<file path="src/rtl/gemm_pkg.sv">
`default_nettype none
// ============================================================================
// Module      : gemm_pkg
// Description : Shared constants and FSM state encoding for the GEMM tile
//               controller and its loop counter.
// Revision    : 1.0 - initial release
// ============================================================================
package gemm_pkg;

    // Default width of an SRAM word address
    localparam int C_ADDR_WIDTH = 12;

    // Default width of each tile-count input
    localparam int C_SIZE_WIDTH = 8;

    // Controller sequencing states
    typedef enum logic [2:0] {
        IDLE   = 3'd0,
        RUN    = 3'd1,
        DRAIN1 = 3'd2,
        DRAIN2 = 3'd3,
        DONE   = 3'd4
    } gemm_state_e;

endpackage
`default_nettype wire

</file>
<file path="src/rtl/gemm_loop_counter.sv">
`default_nettype none
// ============================================================================
// Module      : gemm_loop_counter
// Description : Nested m/n/k wrap counters (k innermost, then n, then m).
//               Exposes the k count and a last-step flag for every level.
// Revision    : 1.0 - initial release
// ============================================================================
module gemm_loop_counter
    import gemm_pkg::*;
#(
    parameter int SIZE_W = C_SIZE_WIDTH
) (
    input  logic              clk,
    input  logic              rst_n,
    input  logic              i_clear,
    input  logic              i_step,
    input  logic [SIZE_W-1:0] i_m_size,
    input  logic [SIZE_W-1:0] i_k_size,
    input  logic [SIZE_W-1:0] i_n_size,
    output logic [SIZE_W-1:0] o_k,
    output logic              o_m_last,
    output logic              o_n_last,
    output logic              o_k_last
);

    logic [SIZE_W-1:0] r_m;
    logic [SIZE_W-1:0] r_n;
    logic [SIZE_W-1:0] r_k;

    assign o_k      = r_k;
    assign o_m_last = (r_m == i_m_size - SIZE_W'(1));
    assign o_n_last = (r_n == i_n_size - SIZE_W'(1));
    assign o_k_last = (r_k == i_k_size - SIZE_W'(1));

    // Advance k every step; carry into n and then m on wrap. The final step
    // wraps all three back to zero so the next run starts clean.
    always_ff @(posedge clk or negedge rst_n) begin
        if (!rst_n) begin
            r_m <= '0;
            r_n <= '0;
            r_k <= '0;
        end else if (i_clear) begin
            r_m <= '0;
            r_n <= '0;
            r_k <= '0;
        end else if (i_step) begin
            if (o_k_last) begin
                r_k <= '0;
                if (o_n_last) begin
                    r_n <= '0;
                    r_m <= o_m_last ? '0 : r_m + SIZE_W'(1);
                end else begin
                    r_n <= r_n + SIZE_W'(1);
                end
            end else begin
                r_k <= r_k + SIZE_W'(1);
            end
        end
    end

endmodule
`default_nettype wire

</file>
<file path="src/rtl/gemm_tile_controller.sv">
`default_nettype none
// ============================================================================
// Module      : gemm_tile_controller
// Description : Sequences one GEMM over M x N x K tiles. Issues one A/B read
//               per cycle, flags first/last K step to the PE one cycle later,
//               and writes each finished C tile the cycle after its last step.
// Revision    : 1.0 - initial release
// ============================================================================
module gemm_tile_controller
    import gemm_pkg::*;
#(
    parameter int AddrWidth     = C_ADDR_WIDTH,
    parameter int SizeAddrWidth = C_SIZE_WIDTH
) (
    input  logic                     clk_i,
    input  logic                     rst_ni,
    input  logic                     start_i,
    input  logic [SizeAddrWidth-1:0] M_size_i,
    input  logic [SizeAddrWidth-1:0] K_size_i,
    input  logic [SizeAddrWidth-1:0] N_size_i,
    output logic [AddrWidth-1:0]     sram_a_addr_o,
    output logic [AddrWidth-1:0]     sram_b_addr_o,
    output logic [AddrWidth-1:0]     sram_c_addr_o,
    output logic                     sram_c_we_o,
    output logic                     mac_valid_o,
    output logic                     mac_first_o,
    output logic                     mac_last_o,
    output logic                     busy_o,
    output logic                     done_o
);

    gemm_state_e              r_state;
    logic [SizeAddrWidth-1:0] r_m_size;
    logic [SizeAddrWidth-1:0] r_k_size;
    logic [SizeAddrWidth-1:0] r_n_size;
    logic [AddrWidth-1:0]     r_a_base;
    logic [AddrWidth-1:0]     r_b_base;
    logic [AddrWidth-1:0]     r_c_cnt;
    logic [AddrWidth-1:0]     r_c_addr;
    logic                     r_c_we;
    logic                     r_mac_valid;
    logic                     r_mac_first;
    logic                     r_mac_last;
    logic                     r_busy;
    logic                     r_done;

    logic [SizeAddrWidth-1:0] w_k;
    logic                     w_m_last;
    logic                     w_n_last;
    logic                     w_k_last;
    logic                     w_step;
    logic                     w_start;
    logic                     w_zero;
    logic                     w_final;
    logic [AddrWidth-1:0]     w_k_ext;
    logic [AddrWidth-1:0]     w_k_size_ext;

    assign w_step       = (r_state == RUN);
    assign w_start      = (r_state == IDLE) && start_i;
    assign w_zero       = (M_size_i == '0) || (K_size_i == '0) || (N_size_i == '0);
    assign w_final      = w_step && w_k_last && w_n_last && w_m_last;
    assign w_k_ext      = AddrWidth'(w_k);
    assign w_k_size_ext = AddrWidth'(r_k_size);

    gemm_loop_counter #(
        .SIZE_W (SizeAddrWidth)
    ) u_loop (
        .clk      (clk_i),
        .rst_n    (rst_ni),
        .i_clear  (w_start),
        .i_step   (w_step),
        .i_m_size (r_m_size),
        .i_k_size (r_k_size),
        .i_n_size (r_n_size),
        .o_k      (w_k),
        .o_m_last (w_m_last),
        .o_n_last (w_n_last),
        .o_k_last (w_k_last)
    );

    // Read addresses exist only while issuing; zero otherwise
    assign sram_a_addr_o = w_step ? (r_a_base + w_k_ext) : '0;
    assign sram_b_addr_o = w_step ? (r_b_base + w_k_ext) : '0;
    assign sram_c_addr_o = r_c_addr;
    assign sram_c_we_o   = r_c_we;
    assign mac_valid_o   = r_mac_valid;
    assign mac_first_o   = r_mac_first;
    assign mac_last_o    = r_mac_last;
    assign busy_o        = r_busy;
    assign done_o        = r_done;

    // Control FSM with registered busy/done
    always_ff @(posedge clk_i or negedge rst_ni) begin
        if (!rst_ni) begin
            r_state <= IDLE;
            r_busy  <= 1'b0;
            r_done  <= 1'b0;
        end else begin
            case (r_state)
                IDLE: begin
                    if (start_i) begin
                        r_busy <= 1'b1;
                        if (w_zero) begin
                            r_state <= DONE;
                            r_done  <= 1'b1;
                        end else begin
                            r_state <= RUN;
                        end
                    end
                end
                RUN: begin
                    if (w_final) begin
                        r_state <= DRAIN1;
                    end
                end
                DRAIN1: begin
                    r_state <= DRAIN2;
                end
                DRAIN2: begin
                    r_state <= DONE;
                    r_done  <= 1'b1;
                end
                DONE: begin
                    r_state <= IDLE;
                    r_done  <= 1'b0;
                    r_busy  <= 1'b0;
                end
                default: begin
                    r_state <= IDLE;
                    r_done  <= 1'b0;
                    r_busy  <= 1'b0;
                end
            endcase
        end
    end

    // Size latch, running address bases, PE strobes and C write pipeline
    always_ff @(posedge clk_i or negedge rst_ni) begin
        if (!rst_ni) begin
            r_m_size    <= '0;
            r_k_size    <= '0;
            r_n_size    <= '0;
            r_a_base    <= '0;
            r_b_base    <= '0;
            r_c_cnt     <= '0;
            r_c_addr    <= '0;
            r_c_we      <= 1'b0;
            r_mac_valid <= 1'b0;
            r_mac_first <= 1'b0;
            r_mac_last  <= 1'b0;
        end else begin
            if (w_start) begin
                r_m_size <= M_size_i;
                r_k_size <= K_size_i;
                r_n_size <= N_size_i;
                r_a_base <= '0;
                r_b_base <= '0;
                r_c_cnt  <= '0;
            end else if (w_step && w_k_last) begin
                // One (m,n) tile finished: move B to the next column, or wrap
                // B and move A to the next row
                if (w_n_last) begin
                    r_b_base <= '0;
                    r_a_base <= w_m_last ? '0 : r_a_base + w_k_size_ext;
                end else begin
                    r_b_base <= r_b_base + w_k_size_ext;
                end
            end

            r_mac_valid <= w_step;
            r_mac_first <= w_step && (w_k == '0);
            r_mac_last  <= w_step && w_k_last;

            // C tile is written the cycle after the PE sees its last K step
            if (r_mac_last) begin
                r_c_we   <= 1'b1;
                r_c_addr <= r_c_cnt;
                r_c_cnt  <= r_c_cnt + AddrWidth'(1);
            end else begin
                r_c_we   <= 1'b0;
                r_c_addr <= '0;
            end
        end
    end

endmodule
`default_nettype wire

</file>
<file path="config.mk">
export PLATFORM = sky130hd
export DESIGN_NAME = gemm_tile_controller
export DESIGN_NICKNAME = d
export VERILOG_FILES = /design/src/rtl/gemm_pkg.sv /design/src/rtl/gemm_loop_counter.sv /design/src/rtl/gemm_tile_controller.sv
export SDC_FILE = /design/constraint.sdc
export NUM_CORES = 1
export LEC_CHECK = 0
export ABC_AREA = 1
export CORE_MARGIN = 3
export CORE_UTILIZATION = 59
export DETAILED_ROUTE_END_ITERATION = 8
export HOLD_SLACK_MARGIN = 0.02
export PLACE_DENSITY = 0.79
export SYNTH_ARGS = -nofsm -noshare
export SYNTH_HDL_FRONTEND = slang
export SYNTH_SLANG_ARGS = --single-unit
</file>
<file path="constraint.sdc">
create_clock -name clk_i -period 2.5 [get_ports clk_i]
set_input_delay 0.5 -clock clk_i [delete_from_list [all_inputs] [get_ports clk_i]]
set_output_delay 0.5 -clock clk_i [all_outputs]
set_load 0.1 [all_outputs]
</file>
==> results.cfg <==
[cells_and_area]
final_core_utilization_pct = 81.5
area_growth_pct = 33.6
diodes = 0
num-nets-final = 1244
nFillCells = 781
drive_gt1_share_pct = 21.1

[yosys]
post_synth_most_frequent_cells = 344 x nand2_1, 119 x inv_1, 105 x dfrtp_1
synth-edff-count = 0
synth-async-reset-ratio_pct = 100
synth_ff_type = dfrtp_1
netlist_area_um2 = 7420
number_of_nets_in_the_synthesized_netlist = 1131
yosysMostFrequentCell = nand2_1
number_of_cells_produced_by_synthesis = 1060
synthesized_flop_and_latch_total = 105
syn-mean-instance-area_um2 = 7.00
synthDistinctLibCells = 42
yosysTopAreaCellShare_pct = 35.4
synth_warnings = 0
synth_largest_area_cell = dfrtp_1
ys_top_cells_by_area = dfrtp_1 35%, nand2_1 17%, ha_1 6.7%
ys_seq_area_share_pct = 35.4

[route]
route.vias.total = 7516
drt-initial-drc-count = 646
firstDrtPassIters = 5
route.detailed.vias_per_inst = 5.59
wl_per_cell_um = 15.9
drcViolationCount = 0
routed_wl_um = 21400
detail-route-antenna-nets = 0

[worst_setup_path]
critical_path.max_fanout = 3
crit_path_start_kind = flop
worst_ep_arrival_time_ns = 2.46
worst-endpoint-required_ns = 2.00
critical_path.endpoint_type = primary output
timing_worst_setup_path_type = reg2out

[run]
number_of_max_capacitance_violations_reported = 0

[placed_design]
routability_congestion_estimate = 1.00
hpwl_um = 14100
buffer_ports.inserted = 68

[worst_hold_path]
worstHoldPathType = in2async

[floorplan]
die_w_um = 118
top_level_port_count = 69
initial_core_utilization_pct = 61.0
die_footprint_um2 = 14000
core.rowCount = 40
std_cell_core_area_um2 = 12200
dieHeight_um = 118

[timing]
tightest_slew_ns = 0.503
worst_slack_ns = -0.460
finalHoldViolCount = 0
timing.slew.headroom_pct = 66.5
totalNegativeSetupSlack_ns = -3.62
slew_violations = 0
rsz0062_at_grt = yes
timing.final.crit_period_ns = 2.96
fmax_ghz = 0.338
skew_ns = 0.0105
setup_violations = 17
post_route_fraction_of_the_period_consumed_by_the_critical_path_pct = 118

[power]
p_total_mw = 14.9
power_per_cell_area_nw_per_um2 = 1500
power.ir.vdd_worst_uv = 719
static-leakage-power_nw = 4.90

[global_routing]
grt_pass1_vias = 7055
grt_overflow_total = 0
first_pass_grt_wire_length_um = 33600
antenna_found_initial = 0
grtUsageTotal_pct = 29.1
grt_max_degree = 42

[clock_network]
ctsRootBufferMaster = clkbuf_16
clock_sink_count = 105
tritoncts = built
cts-buffers-inserted = 9
worstSkewPairLatency_ns = 0.36
ctsHtreeMaxLevel = 3
clk_transition_reported_paths_ns = 0.07
cts.path.max_buffers = 2

[outcome]
failed_checks = negative setup slack
status = finished, violations left
## cell families after synthesis
kind of cell / share of synthesized area (%)
DFF: 35.4
xor gates and xnor gates: 5.67
buffers and inverters: 8.46
AOI/OAI and AO/OA: 9.71
and+or+nand+nor: 32.8
adders and majority gates: 7.82
muxes: 0.135
## worst max-delay path, cell delays in order, from the launching register on
cell	delay [ns]
dfrtp_2	0.45
ha_4	0.18
fa_2	0.37
nand3_2	0.10
nand2_2	0.09
nand4_1	0.10
o211ai_1	0.15
nand2_1	0.12
inv_2	0.06
a211oi_4	0.26
buf_12	0.21
## what timing repair did
item                       in CTS  in global routing
hold buffers                    0                  0
pin swaps                      20                 38
setup endpoints to repair      18                 20
setup buffers                  15                 11
gates resized for setup        71                 47
## routing by layer
metal  routed length [um]  share of wire, %  up-vias  global-route usage, %
met5                    0                 0        -                      0
met4                  832               3.9        0                   10.5
met3                 1220               5.7       81                   5.69
met2                10700                50      273                   50.3
met1                 8640                40     3550                   36.3
li1                     -                 -     3612                      -
## layout by cell type (no fill, tap or decap), drive strengths merged, types with 3 or more instances in the layout
master / Yosys / layout
a21oi: 48 / 48
buf: 10 / 100
bufinv: 0 / 3
clkbuf: 13 / 11
clkdlybuf4s50: 0 / 25
dfrtp: 105 / 105
fa: 4 / 4
ha: 40 / 40
inv: 129 / 130
nand2: 349 / 349
nand3: 80 / 80
nand4: 17 / 17
nor2: 110 / 110
nor3: 13 / 13
nor4: 5 / 5
o211ai: 3 / 3
o21a: 3 / 3
o21ai: 66 / 66
o22ai: 3 / 3
xnor2: 17 / 17
xor2: 31 / 31
## final cells by class
type / instances / area (um2) / area share, %
clock buffer: 11 / 243 / 2.45
multi-input combinational: 803 / 4860 / 49.0
inverter: 129 / 489 / 4.93
sequential: 105 / 2650 / 26.7
timing repair buffer: 125 / 1370 / 13.8
clock inverter: 4 / 98.8 / 0.997
tap: 168 / 210 / 2.12
## where the power goes
group          switching, mW  internal, mW
Sequential             0.655          2.19
Clock                  0.644          1.01
Combinational           6.50          3.88
## final timing paths
kind	startpoint	to	slack, ns	cells after the start
min	rst_ni	mac_valid_o$_DFF_PN0_	0.09	1
min in group clk_i	r_state[2]$_DFFE_PN0P_	done_o$_DFFE_PN0P_	0.46	1
max	u_loop.o_k[0]$_DFFE_PN0P_	sram_b_addr_o[10]	-0.46	10
max reg2reg	r_k_size[0]$_DFFE_PN0P_	r_a_base[8]$_DFFE_PN0P_	0.24	13
min reg2reg	r_state[2]$_DFFE_PN0P_	done_o$_DFFE_PN0P_	0.46	1
max in group asynchronous	rst_ni	u_loop.r_n[2]$_DFFE_PN0P_	1.80	2
## stage by stage
| step | hold WS, ns | area (um2) | setup WS [ns] | std cells |
|---|---|---|---|---|
| global placement | 0.447 | 8880 | 0.0549 | 1306 |
| finish | 0.0906 | 9920 | -0.460 | 1345 |
| CTS | 0.107 | 9660 | -0.353 | 1336 |
| detailed placement | 0.457 | 8880 | -0.00283 | 1306 |
| floorplan | 0.204 | 7640 | -0.433 | 1060 |
| global route | 0.128 | 9920 | -0.518 | 1345 |
## state kept, by name, summed over array words and instances, names as in the netlist, 12 cells and up
register and flops:
sram_c_addr_o 12, r_c_cnt 12, r_a_base 12, r_b_base 12
Power figures use the tool's default switching activity.
